## src/rtl/usi_pkg.sv

```systemverilog
// rtl/usi_pkg.sv - shared encodings for the UltraSimpleInterface bus router
package usi_pkg;

  typedef enum logic [1:0] {
    CMD_NONE = 2'd0,
    CMD_WR   = 2'd1,
    CMD_RD   = 2'd2,
    CMD_RSV  = 2'd3
  } usi_cmd_e;

  typedef enum logic [1:0] {
    ST_IDLE = 2'd0,
    ST_WAIT = 2'd1,
    ST_RESP = 2'd2
  } usi_state_e;

  localparam int USI_CMD_MSB    = 31;
  localparam int USI_CMD_LSB    = 30;
  localparam int USI_BUS_MSB    = 23;
  localparam int USI_BUS_LSB    = 16;
  localparam int USI_MAX_SLAVES = 16;
  localparam int USI_IDX_W      = $clog2(USI_MAX_SLAVES);

  localparam logic [31:0] USI_ERR_DATA = 32'h1234_5678;

endpackage

```

## src/rtl/usi_adrs_decode.sv

```systemverilog
// rtl/usi_adrs_decode.sv - bus address to one-hot slave select, hit flag and index
module usi_adrs_decode
  import usi_pkg::*;
#(
  parameter int          pBusNum   = 9,
  parameter logic [7:0]  pBaseAdrs = 8'h01
) (
  input  logic [7:0]           bus_adrs_i,
  output logic [pBusNum-1:0]   sel_o,
  output logic                 hit_o,
  output logic [USI_IDX_W-1:0] idx_o
);

  logic [8:0] diff;

  // 9-bit arithmetic keeps addresses below the base from wrapping into range
  always_comb begin
    diff  = {1'b0, bus_adrs_i} - {1'b0, pBaseAdrs};
    hit_o = ({1'b0, bus_adrs_i} >= {1'b0, pBaseAdrs}) && (diff < 9'(pBusNum));
    idx_o = hit_o ? diff[USI_IDX_W-1:0] : '0;
    sel_o = '0;
    for (int i = 0; i < pBusNum; i++) begin
      if (hit_o && (idx_o == USI_IDX_W'(i))) sel_o[i] = 1'b1;
    end
  end

endmodule

```

## src/rtl/usi_bus_router.sv

```systemverilog
// rtl/usi_bus_router.sv - one master to pBusNum CSR slaves, single outstanding read with timeout
module usi_bus_router
  import usi_pkg::*;
#(
  parameter int          pBusNum   = 9,
  parameter logic [7:0]  pBaseAdrs = 8'h01,
  parameter int          pTimeout  = 255,
  parameter logic [31:0] pErrData  = USI_ERR_DATA
) (
  input  logic                    iUsiClk,
  input  logic                    iUsiRstn,
  input  logic [31:0]             iMUsiWd,
  input  logic [31:0]             iMUsiAdrs,
  input  logic                    iMUsiWCke,
  output logic                    oMUsiRdy,
  output logic [31:0]             oMUsiRd,
  output logic                    oMUsiRdVd,
  output logic                    oMUsiErr,
  output logic [31:0]             oSUsiWd,
  output logic [31:0]             oSUsiAdrs,
  output logic [pBusNum-1:0]      oSUsiWCke,
  input  logic [32*pBusNum-1:0]   iSUsiRd,
  input  logic [pBusNum-1:0]      iSUsiVd
);

  localparam int CNTW = $clog2(pTimeout + 1);

  usi_state_e           state_q, state_d;
  logic                 rdy_q, rdvd_q;
  logic                 err_q, err_d;
  logic [31:0]          rd_q, rd_d;
  logic [31:0]          wd_q, wd_d;
  logic [31:0]          adrs_q, adrs_d;
  logic [pBusNum-1:0]   wcke_q, wcke_d;
  logic [USI_IDX_W-1:0] idx_q, idx_d;
  logic [CNTW-1:0]      cnt_q, cnt_d;

  usi_cmd_e             cmd;
  logic                 accept;
  logic                 dec_hit;
  logic [USI_IDX_W-1:0] dec_idx;
  logic [pBusNum-1:0]   dec_sel;
  logic                 slv_vd;
  logic [31:0]          slv_rd;

  assign cmd    = usi_cmd_e'(iMUsiAdrs[USI_CMD_MSB:USI_CMD_LSB]);
  assign accept = iMUsiWCke & rdy_q;

  usi_adrs_decode #(
    .pBusNum   (pBusNum),
    .pBaseAdrs (pBaseAdrs)
  ) u_decode (
    .bus_adrs_i (iMUsiAdrs[USI_BUS_MSB:USI_BUS_LSB]),
    .sel_o      (dec_sel),
    .hit_o      (dec_hit),
    .idx_o      (dec_idx)
  );

  // Only the slave that owns the outstanding read is listened to
  always_comb begin
    slv_vd = 1'b0;
    slv_rd = '0;
    for (int i = 0; i < pBusNum; i++) begin
      if (idx_q == USI_IDX_W'(i)) begin
        slv_vd = iSUsiVd[i];
        slv_rd = iSUsiRd[32*i +: 32];
      end
    end
  end

  always_comb begin
    state_d = state_q;
    rd_d    = rd_q;
    err_d   = 1'b0;
    wd_d    = wd_q;
    adrs_d  = adrs_q;
    wcke_d  = '0;
    idx_d   = idx_q;
    cnt_d   = cnt_q;
    case (state_q)
      ST_IDLE: begin
        if (accept) begin
          case (cmd)
            CMD_WR: begin
              if (dec_hit) begin
                wd_d   = iMUsiWd;
                adrs_d = iMUsiAdrs;
                wcke_d = dec_sel;
              end else begin
                err_d = 1'b1;
              end
            end
            CMD_RD: begin
              if (dec_hit) begin
                wd_d    = iMUsiWd;
                adrs_d  = iMUsiAdrs;
                wcke_d  = dec_sel;
                idx_d   = dec_idx;
                cnt_d   = '0;
                state_d = ST_WAIT;
              end else begin
                rd_d    = pErrData;
                err_d   = 1'b1;
                state_d = ST_RESP;
              end
            end
            CMD_RSV: begin
              rd_d    = pErrData;
              err_d   = 1'b1;
              state_d = ST_RESP;
            end
            CMD_NONE: ;
          endcase
        end
      end
      ST_WAIT: begin
        // Valid data takes priority over a timeout landing in the same cycle
        if (slv_vd) begin
          rd_d    = slv_rd;
          state_d = ST_RESP;
        end else if ((32'(cnt_q) + 32'd1) >= 32'(pTimeout)) begin
          rd_d    = pErrData;
          err_d   = 1'b1;
          state_d = ST_RESP;
        end else begin
          cnt_d = cnt_q + CNTW'(1);
        end
      end
      ST_RESP: state_d = ST_IDLE;
      default: state_d = ST_IDLE;
    endcase
  end

  always_ff @(posedge iUsiClk or negedge iUsiRstn) begin
    if (!iUsiRstn) begin
      state_q <= ST_IDLE;
      rdy_q   <= 1'b0;
      rdvd_q  <= 1'b0;
      err_q   <= 1'b0;
      rd_q    <= '0;
      wd_q    <= '0;
      adrs_q  <= '0;
      wcke_q  <= '0;
      idx_q   <= '0;
      cnt_q   <= '0;
    end else begin
      state_q <= state_d;
      rdy_q   <= (state_d == ST_IDLE);
      rdvd_q  <= (state_d == ST_RESP);
      err_q   <= err_d;
      rd_q    <= rd_d;
      wd_q    <= wd_d;
      adrs_q  <= adrs_d;
      wcke_q  <= wcke_d;
      idx_q   <= idx_d;
      cnt_q   <= cnt_d;
    end
  end

  assign oMUsiRdy  = rdy_q;
  assign oMUsiRd   = rd_q;
  assign oMUsiRdVd = rdvd_q;
  assign oMUsiErr  = err_q;
  assign oSUsiWd   = wd_q;
  assign oSUsiAdrs = adrs_q;
  assign oSUsiWCke = wcke_q;

endmodule

```

## config.mk

```make
export PLATFORM = sky130hd
export DESIGN_NAME = usi_bus_router
export DESIGN_NICKNAME = d
export VERILOG_FILES = /design/src/rtl/usi_pkg.sv /design/src/rtl/usi_adrs_decode.sv /design/src/rtl/usi_bus_router.sv
export SDC_FILE = /design/constraint.sdc
export NUM_CORES = 1
export LEC_CHECK = 0
export BUFFER_PORTS_ARGS = -buffer_cell sky130_fd_sc_hd__buf_4
export CAP_MARGIN = 20
export CORE_AREA = 5 5 182 184
export CTS_BUF_LIST = sky130_fd_sc_hd__clkbuf_4
export CTS_CLUSTER_SIZE = 25
export DETAILED_ROUTE_END_ITERATION = 10
export DIE_AREA = 0 0 187 189
export PLACE_DENSITY = 0.51
export SYNTH_ARGS = -nofsm -noshare
export SYNTH_HDL_FRONTEND = slang
export SYNTH_SLANG_ARGS = --single-unit
```

## constraint.sdc

```tcl
create_clock -name iUsiClk -period 2.4 [get_ports iUsiClk]
set_input_delay 0.24 -clock iUsiClk [delete_from_list [all_inputs] [get_ports iUsiClk]]
set_output_delay 0.24 -clock iUsiClk [all_outputs]
set_load 0.05 [all_outputs]
```

Word level (Yosys, flattened, before mapping):

Index checks and enable logic that the tools add are counted.

* eq/ne operators: 29
* order comparisons: 3
* add/sub/neg operators: 3
* reduce and logical (&&, ||, !) cells: 20
* bitwise gates (word level): 1
* mux-type cells: 56

Operators with widths (number)
* 32-bit 2-to-1 mux: 13
* 32-bit case mux with 2 select lines: 2
* 8-bit 2-to-1 mux: 5
* 9-bit 2-to-1 mux: 4
* 4-bit by 3-bit equality test with 1-bit output (second input constant): 8
* 1-bit 2-to-1 mux: 22
* 4-bit by 2-bit equality test with 1-bit output (second input constant): 4
* 8-bit case mux with 2 select lines: 1
* 1-bit logical AND: 10
* 8-bit by 1-bit adder with 9-bit output (second input constant): 1
* 9-bit by 8-bit >= comparator with 1-bit output (second input constant): 1
* 9-bit by 4-bit < comparator with 1-bit output (second input constant): 1
* 8-bit by 1-bit subtractor with 9-bit output (second input constant): 1
* 8-bit by 1-bit adder with 8-bit output (second input constant): 1
* 4-bit by 1-bit equality test with 1-bit output (second input constant): 2
* 4-bit equality test (second input constant): 2
* 8-bit by 1-bit >= comparator with 1-bit output (second input constant): 1
* 4-bit zero test: 2
* 2-bit 2-to-1 mux: 4
* 2-bit inequality test (second input constant): 4
* 2-bit case mux with 2 select lines: 2
* 4-bit AND reduction: 2
* 2-bit equality test (second input constant): 3
* 3-bit inequality test (second input constant): 2
* other kinds (11): 14

* output and inout bits: 108
* bits in registers: 122

Logic depth before layout (Yosys ltp):

Gate-level depths: netlist of the first run.

* word-level depth: 13
* depth in mapped cells: 11
* mapped depth without buffers: 9

Cells and area by module:

Synthesis of the first run repeated with hierarchy kept, for this count alone.

* cells, all modules: 887
* area, all modules: 7752.4 µm²

Modules (own cells, without submodules)
* usi_bus_router: area each 7458.4 µm², cells each 845, times used 1
* usi_adrs_decode: area each 294.0 µm², cells each 42, times used 1

Least setup slack after synthesis of the first run:

OpenSTA, ideal clock, no wires.

* path kind: input-to-reg
* from: in iMUsiAdrs[16]
* to: reg adrs_q[0] (netlist: oSUsiAdrs[0])
* data required time: 2275 ps
* stages: 10
* arrival: 2563 ps
* setup slack: -288 ps
* cell sequence: clkbuf_1 > inv_1 > ha_1 > or3b_4 > a2111oi_4 > and4_4 > and3_4 > buf_12 > buf_12 > mux2_4

* cells in the longest elaborated chain, start to end: 4
* elaborated cells on any way between the ends: 5

RTL lines
* from (decl): RTL line usi_bus_router.sv:13 `input logic [31:0] iMUsiAdrs,`
* 8-bit by 1-bit subtractor with 9-bit output: RTL line usi_adrs_decode.sv:18 `diff = {1'b0, bus_adrs_i} - {1'b0, pBaseAdrs};`
* 9-bit by 4-bit < comparator with 1-bit output: RTL line usi_adrs_decode.sv:19 `hit_o = ({1'b0, bus_adrs_i} >= {1'b0, pBaseAdrs}) && (diff < 9'(pBusNum));`
* 1-bit logical AND *: RTL line usi_adrs_decode.sv:19
* 4-bit AND reduction (no line) *
* to (signal assigned): RTL line usi_bus_router.sv:153 `adrs_q <= adrs_d;`
* to (decl): RTL line usi_bus_router.sv:33 `logic [31:0] adrs_q, adrs_d;`

Every way passes the cells marked *; elsewhere a longest branch is shown, timed or not.
A chain may end at the register's enable or synchronous reset.

Worst setup path after layout of the first run:

* from: reg cnt_q[1]
* to: reg rd_q[30] (netlist: oMUsiRd[30])

* cells in the longest elaborated chain, start to end: 4

RTL lines
* from (decl): RTL line usi_bus_router.sv:36 `logic [CNTW-1:0] cnt_q, cnt_d;`
* from (signal assigned): RTL line usi_bus_router.sv:156 `cnt_q <= cnt_d;`
* 8-bit by 1-bit adder with 9-bit output: RTL line usi_bus_router.sv:121 `end else if ((32'(cnt_q) + 32'd1) >= 32'(pTimeout)) begin`
* 9-bit by 8-bit >= comparator with 1-bit output: RTL line usi_bus_router.sv:121
* 3-bit inequality test (no line)
* 5-bit AND reduction (no line)
* to (signal assigned): RTL line usi_bus_router.sv:151 `rd_q <= rd_d;`
* to (decl): RTL line usi_bus_router.sv:31 `logic [31:0] rd_q, rd_d;`

No other way between the ends.

==> flow_summary.ini, run 1 <==
[outcome]
status = finished clean

[global_route]
grt_first_pass_wirelength_um = 55260
grt_pass1_vias = 8750
grt_max_degree = 52
grt_antenna_before_repair = 1
grt_overflow_total = 0
track_usage = 0.2040

[route]
dr.pass1.iters = 7
vias_per_cell = 4.847
wl_per_cell_um = 22.15
wl_um = 38120
via_count = 8341
drt_iter0_markers = 505
drc = 0
ant_nets = 0

[worst_setup_path]
cp-start-kind = flip-flop
cp_max_fo = 19
cp.arrival_ps = 2730
end_kind = flip-flop
cp_data_required_time_ps = 2800
path_class = reg2reg

[clock_tree]
cts-htree-levels = 4
clk_pin_slew_ps = 120
cts_tree = done
cts-buffers-inserted = 17
clk_path_buf_depth = 2
cts_root_buf = clkbuf_4
clock_latency_ps = 540
clock-sinks = 122

[cells_and_area]
drive_above_1_share = 0.5220
layout.cells.non_filler = 1721
ff_latch_area_sq_um = 3059
multi_input_area_sq_um = 4315
synthToLayoutAreaGrowth_pct = 72.89
nFillCells = 3110
finalNetCount = 1675

[synth]
yosysUniqueCellTypes = 67
syn_area_per_cell_sq_um = 10.76
synth.net_count = 1084
synth_warnings = 0
syn_area_sq_um = 7685
ys.flop_type = dfrtp_1
synth-async-reset-ratio = 1.000
synthCells = 714
synth-edff-count = 0
ys_seq_elements = 122
yosysSeqAreaShare = 0.3973

[pwr]
leakage_uw = 0.006183
vdd_drop_max_v = 0.0002279
power_density_nw_per_um2 = 547.9

[flow_run]
cap_viol_max_count = 0

[timing]
tightest_slew_ps = 539.6
fin_crit_sh = 0.9699
timing.setup.tns_ps = 0
setup_viol = 0
finalCriticalPeriod_ps = 2328
clock_skew_ps = 31.90
max_freq_mhz = 429.6
hold_viol = 0
slew_violations = 0
maxSlewHeadroom = 0.6381

[floorplanning]
die-area_sq_um = 35340
die_h_um = 189
io_pins = 472
initial_core_util = 0.2461
rows = 65
core_area_sq_um = 31230
die_w_um = 187

[placed_design]
numPortBuffers = 471
placedCellCount = 1608
dp.final_hpwl_um = 30550
place.gp.congestion = 0.8494

[min_path]
hold_path_class = in2reg
## cell usage in the layout, fill, tap and decap left out, drive strengths merged, types with 7 or more instances in the layout
master / netlist / final
nor2: 53 / 53
mux2: 61 / 61
a221oi: 17 / 17
o22ai: 17 / 17
inv: 15 / 21
a21oi: 38 / 38
nand2: 46 / 46
clkbuf: 28 / 17
nor3: 13 / 13
o221ai: 7 / 7
mux4: 13 / 13
mux2i: 62 / 62
nor2b: 15 / 15
o2bb2ai: 22 / 22
nand3: 8 / 8
a22oi: 7 / 7
o21ai: 46 / 46
buf: 27 / 551
o22a: 15 / 15
dfrtp: 122 / 122
dlygate4sd3: 0 / 76
## cells in the mapped netlist, types with 7 or more instances
master	n	area (sq um)
nand2_1	46	172.7
mux4_2	13	292.8
dfrtp_1	122	3053
a21oi_1	38	190.2
nand3_1	8	40.04
inv_1	14	52.55
nor3_1	12	60.06
buf_1	8	30.03
nor2b_1	15	93.84
mux2i_1	62	620.6
o21ai_0	45	225.2
o221ai_1	7	61.31
mux2_4	57	855.8
o2bb2ai_1	22	192.7
nor2_1	53	198.9
a22oi_1	7	52.55
clkbuf_1	28	105.1
buf_2	9	45.04
o22a_1	15	131.4
o22ai_1	17	106.4
a221oi_1	17	148.9
buf_12	7	140.1
## power breakdown
group / internal, uW / switching, uW / leakage (uW)
registers: 2260 / 151 / 0.00158
clock network: 639 / 930 / 0.000152
logic: 1520 / 1780 / 0.00445
total: 4420 / 2860 / 0.00618
## logic make-up (layout without fill, tap and decap cells)
family,count (synthesis),count (layout),share of synthesized area
adders and majority gates,6,6,0.009769
AOI/OAI and AO/OA,219,219,0.2021
other,0,1,0
muxes,136,136,0.2361
xor gates and xnor gates,1,1,0.001140
buffers and inverters,70,674,0.05340
and+or+nand+nor,160,160,0.1003
DFF,122,122,0.3973
## stage by stage
stage	power [uW]	hold slack, ps	setup WS [ps]	instance area (sq um)	utilization
after floorplan	4161	-55.59	-38.70	7730	-
after global placement	5566	111.0	-159.5	12120	0.3881
after detailed placement	5585	109.3	-209.6	12120	0.3881
after CTS	7283	0.3729	37.24	13150	0.4212
after global routing	7649	5.522	-1.186	13290	0.4254
final	7279	65.00	72.18	13290	0.4254
## worst max-delay path, stage by stage (launching register included)
cell and delay, ps:
dfrtp_1 430, buf_4 160, ha_1 220, or4b_4 540
a31oi_4 210, o31ai_1 100, a21o_2 240, buf_12 170
o2bb2ai_1 130
## registers in the layout (all words and copies together) (netlist names), 2 cells and up
name and cells:
oSUsiWd 32, oMUsiRd 32, oSUsiAdrs 32, oSUsiWCke 9
cnt_q 8, idx_q 4, state_q 2
## routing by layer
| layer | global-route usage | up-vias | wire [um] |
|---|---|---|---|
| li1 | - | 3901 | - |
| met1 | 0.2584 | 4085 | 16050 |
| met2 | 0.3507 | 317 | 19030 |
| met3 | 0.05273 | 38 | 2235 |
| met4 | 0.04721 | 0 | 795 |
| met5 | 0 | - | 0 |
## timing repair
| action | CTS | global route |
|---|---|---|
| setup endpoints to repair | 0 | 40 |
| setup buffers | 0 | 4 |
| endpoints found under the hold margin | 190 | 2 |
| resized for setup | 0 | 15 |
| hold buffers | 74 | 2 |
## worst paths after layout
check | start | endpoint | slack [ps] | cells past startpoint
max in group asynchronous | iUsiRstn | idx_q[0] | 1590 | 3
max | cnt_q[1] | oMUsiRd[30] | 70 | 8
min reg2reg | oSUsiAdrs[31] | oSUsiAdrs[31] | 490 | 2
max reg2reg | cnt_q[1] | oMUsiRd[30] | 70 | 8
min | iMUsiAdrs[30] | oSUsiAdrs[30] | 70 | 3
min in group asynchronous | iUsiRstn | oSUsiAdrs[9] | 110 | 2
## area by class of cell
type / count / area share
diodes: 1 / 0.0001883
clock buffers: 17 / 0.009605
clock inverters: 15 / 0.01243
inverters: 15 / 0.004803
multi-input cells: 522 / 0.3248
flip-flops and latches: 122 / 0.2302
well taps: 402 / 0.03786
repair buffers: 627 / 0.3801
Note: power is estimated with default switching activity, not from simulation.
==> inputs of run 2 (changes only) <==
BUFFER_PORTS_ARGS = unset   (was -buffer_cell sky130_fd_sc_hd__buf_4)
DONT_BUFFER_PORTS = 1   (was unset)
PLACE_DENSITY = 0.37   (was 0.51)
==> run 2 against run 1 <==
The run now ends with negative hold slack left. Power is 8.6% lower. Largest cell class is now multi-input gates. Register-to-register slack is essentially flat. Clock skew down 6.9 ps. Combinational power is 43% lower. Via count shrank 16%. Worst hold slack worse by 720 ps. Fmax shrank 0.53%. Sequential cell count did not move. Global-route usage is 1.7 points lower. Die area stayed put. Count of clock-buffer cells in the layout did not move.
==> flow_summary.ini, run 2 (synthesis results as in run 1) <==
[cells_and_area]
drive_above_1_share = 0.2372
finalNetCount = 1255
synthToLayoutAreaGrowth_pct = 34.22
layout_common_cells = dlygate4sd3_1 (131), dfrtp_1 (119), buf_4 (63)
ff_latch_area_sq_um = 3059
final_common_cell = dlygate4sd3_1
nFillCells = 3174
multi_input_area_sq_um = 4330
fin_util = 0.3303

[worst_setup_path]
timing.rr.start = idx_q[0]
ff2ff_setup_slack_ps = 60
path_class = reg2reg
max_stage_delay_ps = 540
cp.arrival_ps = 2820
end_kind = flip-flop
cp_max_fo = 26
startpoint = idx_q[0]
reg2reg_to = oMUsiRd[28]
cp-start-kind = flip-flop
path_cells = buf_4 > buf_12 > buf_12 > inv_1 > buf_4 > nor2_1 > a222oi_1 > o21ai_0 > o22a_1
cp_data_required_time_ps = 2880
r2r_cells = 9
crit_slowest_cell = dfrtp_4

[timing]
max_freq_mhz = 427.3
slew_violations = 0
setup_viol = 0
fin_crit_sh = 0.9751
finalCriticalPeriod_ps = 2340
whs_ps = -657.6
clock_skew_ps = 25.01
tightest_slew_ps = 630.0
maxSlewHeadroom = 0.5800
hold_viol = 122

[floorplanning]
initial_core_util = 0.2461
die-area_sq_um = 35340
io_pins = 472
die_h_um = 189
rows = 65
core_area_sq_um = 31230
die_w_um = 187

[clock_tree]
cts_tree = done
clock-sinks = 122
cts-buffers-inserted = 17
cts_root_buf = clkbuf_4
cts_hold_buffers = 131
clock_latency_ps = 580
cts-htree-levels = 4
clk_pin_slew_ps = 150
clk_path_buf_depth = 2

[outcome]
violations = negative hold slack
status = complete, but fails checks

[pwr]
power_density_nw_per_um2 = 644.7
power_uw = 6650
vdd_drop_max_v = 0.0003043
leakage_uw = 0.004113

[min_path]
hold_path_class = in2async

[global_route]
grt_pass1_vias = 7500
grt_first_pass_wirelength_um = 50430
grt_antenna_before_repair = 1
grt_max_degree = 123
grt_overflow_total = 0
track_usage = 0.1870

[flow_run]
cap_viol_max_count = 0

[route]
vias_per_cell = 5.357
drc = 0
ant_nets = 0
dr.pass1.iters = 5
via_count = 6975
wl_um = 35270
wl_per_cell_um = 27.09
drt_iter0_markers = 491

[placed_design]
dp.final_hpwl_um = 26400
place.gp.congestion = 0.9067
numPortBuffers = 0
## run 2: changes by cell type in the layout (fill, tap and decap cells not counted), moves of 2 or more
cell           change
clkbuf_16          +2
dlygate4sd3_1     +55
clkinv_2           -2
nor2_2             -2
buf_6              -3
buf_4            -473
nor2_1             +2
## run 2: critical path: cells and delay by family, from the launching register on
family	cells	cell delay [ps]
compound gates	3	700
simple gates	1	190
flops	1	540
buf+inv	5	820
## run 2: layer usage
| layer | up-vias | wire, um | part of all wire | global-route usage |
|---|---|---|---|---|
| li1 | 3069 | - | - | - |
| met1 | 3498 | 14500 | 0.41 | 0.2356 |
| met2 | 377 | 17220 | 0.49 | 0.3111 |
| met3 | 31 | 3078 | 0.087 | 0.06545 |
| met4 | 0 | 465 | 0.013 | 0.04124 |
| met5 | - | 0 | 0 | 0 |
## run 2: what timing repair did
| action | CTS | global route |
|---|---|---|
| pin swaps | 0 | 4 |
| gates cloned | 0 | 3 |
| setup endpoints to repair | 7 | 41 |
| endpoints found under the hold margin | 229 | 122 |
| setup buffers | 5 | 6 |
| resized for setup | 0 | 16 |
## run 2: cell type report
| type | count | area share |
|---|---|---|
| Multi-Input combinational cell | 522 | 0.4198 |
| Sequential cell | 122 | 0.2966 |
| Timing Repair Buffer | 207 | 0.1983 |
| Tap cell | 402 | 0.04876 |
| Clock inverter | 15 | 0.01747 |
| Clock buffer | 17 | 0.01237 |
| Inverter | 15 | 0.006186 |
| Antenna cell | 2 | 0.0004852 |
## run 2: worst max-delay path by stage
stage	to	slack [ps]	depth (start not counted)
2_1_floorplan	oSUsiAdrs[0]	-40	10
3_3_place_gp	oMUsiRd[4]	30	10
3_5_place_dp	oMUsiRd[12]	-90	10
4_1_cts	oMUsiRd[3]	7	9
5_1_grt	oMUsiRd[24]	-30	9
6_report	oMUsiRd[28]	60	9
## run 2: report_power, final
| group | switching [uW] | internal [uW] |
|---|---|---|
| logic | 885 | 996 |
| clock network | 999 | 654 |
| registers | 868 | 2250 |
## run 2: per-stage QoR
stage	hold slack, ps	instances	setup WS (ps)	TNS [ps]	instance area, sq um
after floorplan	-55.59	714	-38.70	-2139	7730
after global placement	-50.43	1122	34.97	0	8439
after detailed placement	-49.33	1122	-89.37	-3881	8439
after CTS	-733.1	1290	6.537	0	10110
after global routing	-738.4	1302	-27.81	-214.8	10310
final	-657.6	1302	59.77	0	10310
==> inputs of run 3 (changes only) <==
==> constraint.sdc (replaced) <==
create_clock -name iUsiClk -period 2.4 [get_ports iUsiClk]
set_input_delay 0.12 -clock iUsiClk [delete_from_list [all_inputs] [get_ports iUsiClk]]
set_output_delay 0.12 -clock iUsiClk [all_outputs]
set_load 0.05 [all_outputs]
==> run 3 against run 2 <==
The flow now stops in clock tree synthesis. Area after synthesis stayed put. Synthesized cell count unchanged.
==> flow_summary.ini, run 3 <==
[outcome]
error_line = [ERROR RSZ-0060] Max buffer count reached.
status = did not finish
stop_stage = clock tree synthesis

[floorplanning]
die_w_um = 187
die_h_um = 189
rows = 65
io_pins = 472
initial_core_util = 0.2461

[clock_tree]
cts-buffers-inserted = 17
cts_root_buf = clkbuf_4
cts_hold_buffers = 231
post-cts-setup-buffers = 0
ctsResizeCount = 0
clk_path_buf_depth = 2
cts-htree-levels = 4
clock-sinks = 122

[placed_design]
numPortBuffers = 0
place.gp.congestion = 0.8687
dp.final_hpwl_um = 26730
post_dp_cell_area_sq_um = 8379

[synth]
yosys-top-cells-area = dfrtp_1 (40%), mux2_4 (11%), mux2i_1 (8.1%)
yosysMostFrequentCell = dfrtp_1
synth.net_count = 1084
yosysSeqAreaShare = 0.3973
yosys.area.top_type_share = 0.3973
synth-async-reset-ratio = 1.000
ys.flop_type = dfrtp_1
synthCells = 714
synth_common_cells = dfrtp_1 (122), mux2i_1 (62), mux2_4 (57), nor2_1 (53), nand2_1 (46)
ys_seq_elements = 122
synth_warnings = 0
syn_area_per_cell_sq_um = 10.76
syn_area_sq_um = 7685
synth-edff-count = 0
yosysUniqueCellTypes = 67
synth_area_leader_cell = dfrtp_1
run 3: cell counts after synthesis:
Identical to the previous run, type by type.
run 3: kinds of logic after synthesis:
group                    after synthesis  share of synthesized area
AND/OR/NAND/NOR                      160                     0.1003
multiplexers                         136                     0.2361
AO/OA/AOI/OAI                        219                     0.2021
XOR/XNOR                               1                   0.001140
buffers and inverters                 70                    0.05340
adder cells (fa/ha/maj)                6                   0.009769
flip-flops                           122                     0.3973
run 3: per-stage QoR:
stage	setup slack (ps)	instances	hold slack, ps
2_1_floorplan	4.558	714	-175.6
3_3_place_gp	37.00	1118	-170.3
3_5_place_dp	-11.27	1118	-171.0
==> inputs of run 4 (changes only) <==
CORE_AREA = unset   (was 5 5 182 184)
CORE_MARGIN = 5   (was unset)
CORE_UTILIZATION = 25   (was unset)
CTS_BUF_LIST = unset   (was sky130_fd_sc_hd__clkbuf_4)
CTS_CLUSTER_SIZE = unset   (was 25)
DIE_AREA = unset   (was 0 0 187 189)
PLACE_DENSITY = unset   (was 0.37)
PLACE_DENSITY_LB_ADDON = 0.15   (was unset)
clock period = 3.1 ns   (was 2.4 ns; I/O delays follow)
==> run 4 against run 3 <==
The flow now finishes without violations.
==> flow_summary.ini, run 4 (synthesis results as in run 1) <==
[placed_design]
numPortBuffers = 0
place.gp.congestion = 0.8811
post_dp_cell_area_sq_um = 8115
dp.final_hpwl_um = 26910

[route]
via_count = 6639
drt_iter0_markers = 447
wl_um = 34460
dr.pass1.iters = 5
ant_nets = 0
drc = 0
vias_per_cell = 5.491
wl_per_cell_um = 28.50

[worst_setup_path]
cp-start-kind = primary input
max_stage_delay_ps = 570
crit_top_cell = dlygate4sd3_1
reg2reg_to = oMUsiRd[5]
ff2ff_setup_slack_ps = 370
cp_data_required_time_ps = 3460
startpoint = iMUsiAdrs[16]
path_class = in2reg
cp.arrival_ps = 3300
timing.rr.start = idx_q[1]
crit_slowest_cell = dlygate4sd3_1
path_cells = dlygate4sd3_1 > inv_1 > ha_1 > or3b_4 > a2111oi_4 > and4_4 > and3_1 > nand2_1 > nor3_1 > dlygate4sd3_1
r2r_cells = 7
end_kind = flip-flop
cp_max_fo = 10
endpoint = oSUsiWCke[7]

[floorplanning]
io_pins = 472
die-area_sq_um = 34350
rows = 64
initial_core_util = 0.2519
die_w_um = 185.3
core_area_sq_um = 30510
die_h_um = 185.3

[timing]
setup_viol = 0
fin_crit_sh = 0.9490
timing.setup.tns_ps = 0
rsz0062_at_grt = no
finalCriticalPeriod_ps = 2942
slew_violations = 0
maxSlewHeadroom = 0.3103
max_freq_mhz = 339.9
tightest_slew_ps = 1031
clock_skew_ps = 12.82
hold_viol = 0

[cells_and_area]
antennaDiodeCount = 0
drive_above_1_share = 0.1931
layout_common_cells = dfrtp_1 (119), dlygate4sd3_1 (90), mux2i_1 (62)
final_area_sq_um = 9658
synthToLayoutAreaGrowth_pct = 25.68
finalNetCount = 1170
final_common_cell = dfrtp_1
nFillCells = 3143

[clock_tree]
clock-sinks = 122
cts-htree-levels = 4
post-cts-setup-buffers = 0
clock_latency_ps = 430
clk_path_buf_depth = 2
cts_tree = done
clk_pin_slew_ps = 60
cts_root_buf = clkbuf_16
cts-buffers-inserted = 17

[pwr]
leakage_uw = 0.003811
power_density_nw_per_um2 = 592.0
vdd_drop_max_v = 0.0003687

[flow_run]
cap_viol_max_count = 0

[global_route]
track_usage = 0.1849
grt_first_pass_wirelength_um = 46190
grt_overflow_total = 0
grt_max_degree = 123
grt_antenna_before_repair = 3
grt_pass1_vias = 6882

[min_path]
hold_path_class = in2reg

[outcome]
status = finished clean
[run 4: what timing repair did]
item / 4_1_cts / 5_1_grt
resized for setup: 0 / 2
endpoints found under the setup margin: 0 / 14
hold buffers: 91 / 0
hold endpoints to repair: 211 / 0
[run 4: power breakdown]
| part | switching [uW] | internal [uW] | total, uW |
|---|---|---|---|
| clock | 763 | 1250 | 2010 |
| combinational | 653 | 622 | 1280 |
| sequential | 686 | 1740 | 2430 |
| total | 2100 | 3610 | 5720 |
[run 4: worst min-delay path by stage]
stage | startpoint | end | slack, ps | cells after the start
3_5_place_dp | iUsiRstn | oSUsiAdrs[15] | -130 | 0
4_1_cts | iSUsiRd[170] | oMUsiRd[10] | 5 | 3
5_1_grt | iSUsiRd[170] | oMUsiRd[10] | 30 | 3
2_1_floorplan | iUsiRstn | cnt_q[0] | -140 | 0
6_report | iSUsiRd[170] | oMUsiRd[10] | 20 | 3
3_3_place_gp | iUsiRstn | oSUsiAdrs[30] | -130 | 0
[run 4: per-layer routing]
metal / track usage / up-vias / share of wire
met5: 0 / - / 0.00058
met1: 0.2322 / 3352 / 0.40
met4: 0.05432 / 2 / 0.021
met2: 0.3139 / 350 / 0.50
met3: 0.04733 / 42 / 0.075
li1: - / 2893 / -
[run 4: area by class of cell]
type                       count  area, sq um  share of cell area
clock buffer                  23        478.0             0.04949
clock inverter                 9        113.9             0.01179
inverter                      15        56.30            0.005830
multi-input combinational    522         4253              0.4403
sequential                   122         3059              0.3168
tap                          396        495.5             0.05130
timing repair buffer         122         1202              0.1245
[run 4: worst max-delay path: cells and delay by family]
kind            cells  cell delay [ps]
fa+ha+maj           1              290
compound gates      1              400
simple gates        5             1200
buf+inv             3             1240
[run 4: metrics by stage]
step                      std cells  utilization  worst slack, ps  power [uW]  hold WS [ps]
after floorplan                 714            -            497.1        3215        -140.6
after global placement         1085       0.2660            249.0        3590        -134.5
after detailed placement       1085       0.2660            156.6        3607        -132.7
after CTS                      1208       0.3158            7.929        5795         5.154
after global routing           1209       0.3166            52.29        5959         29.20
final                          1209       0.3166            158.0        5717         20.19
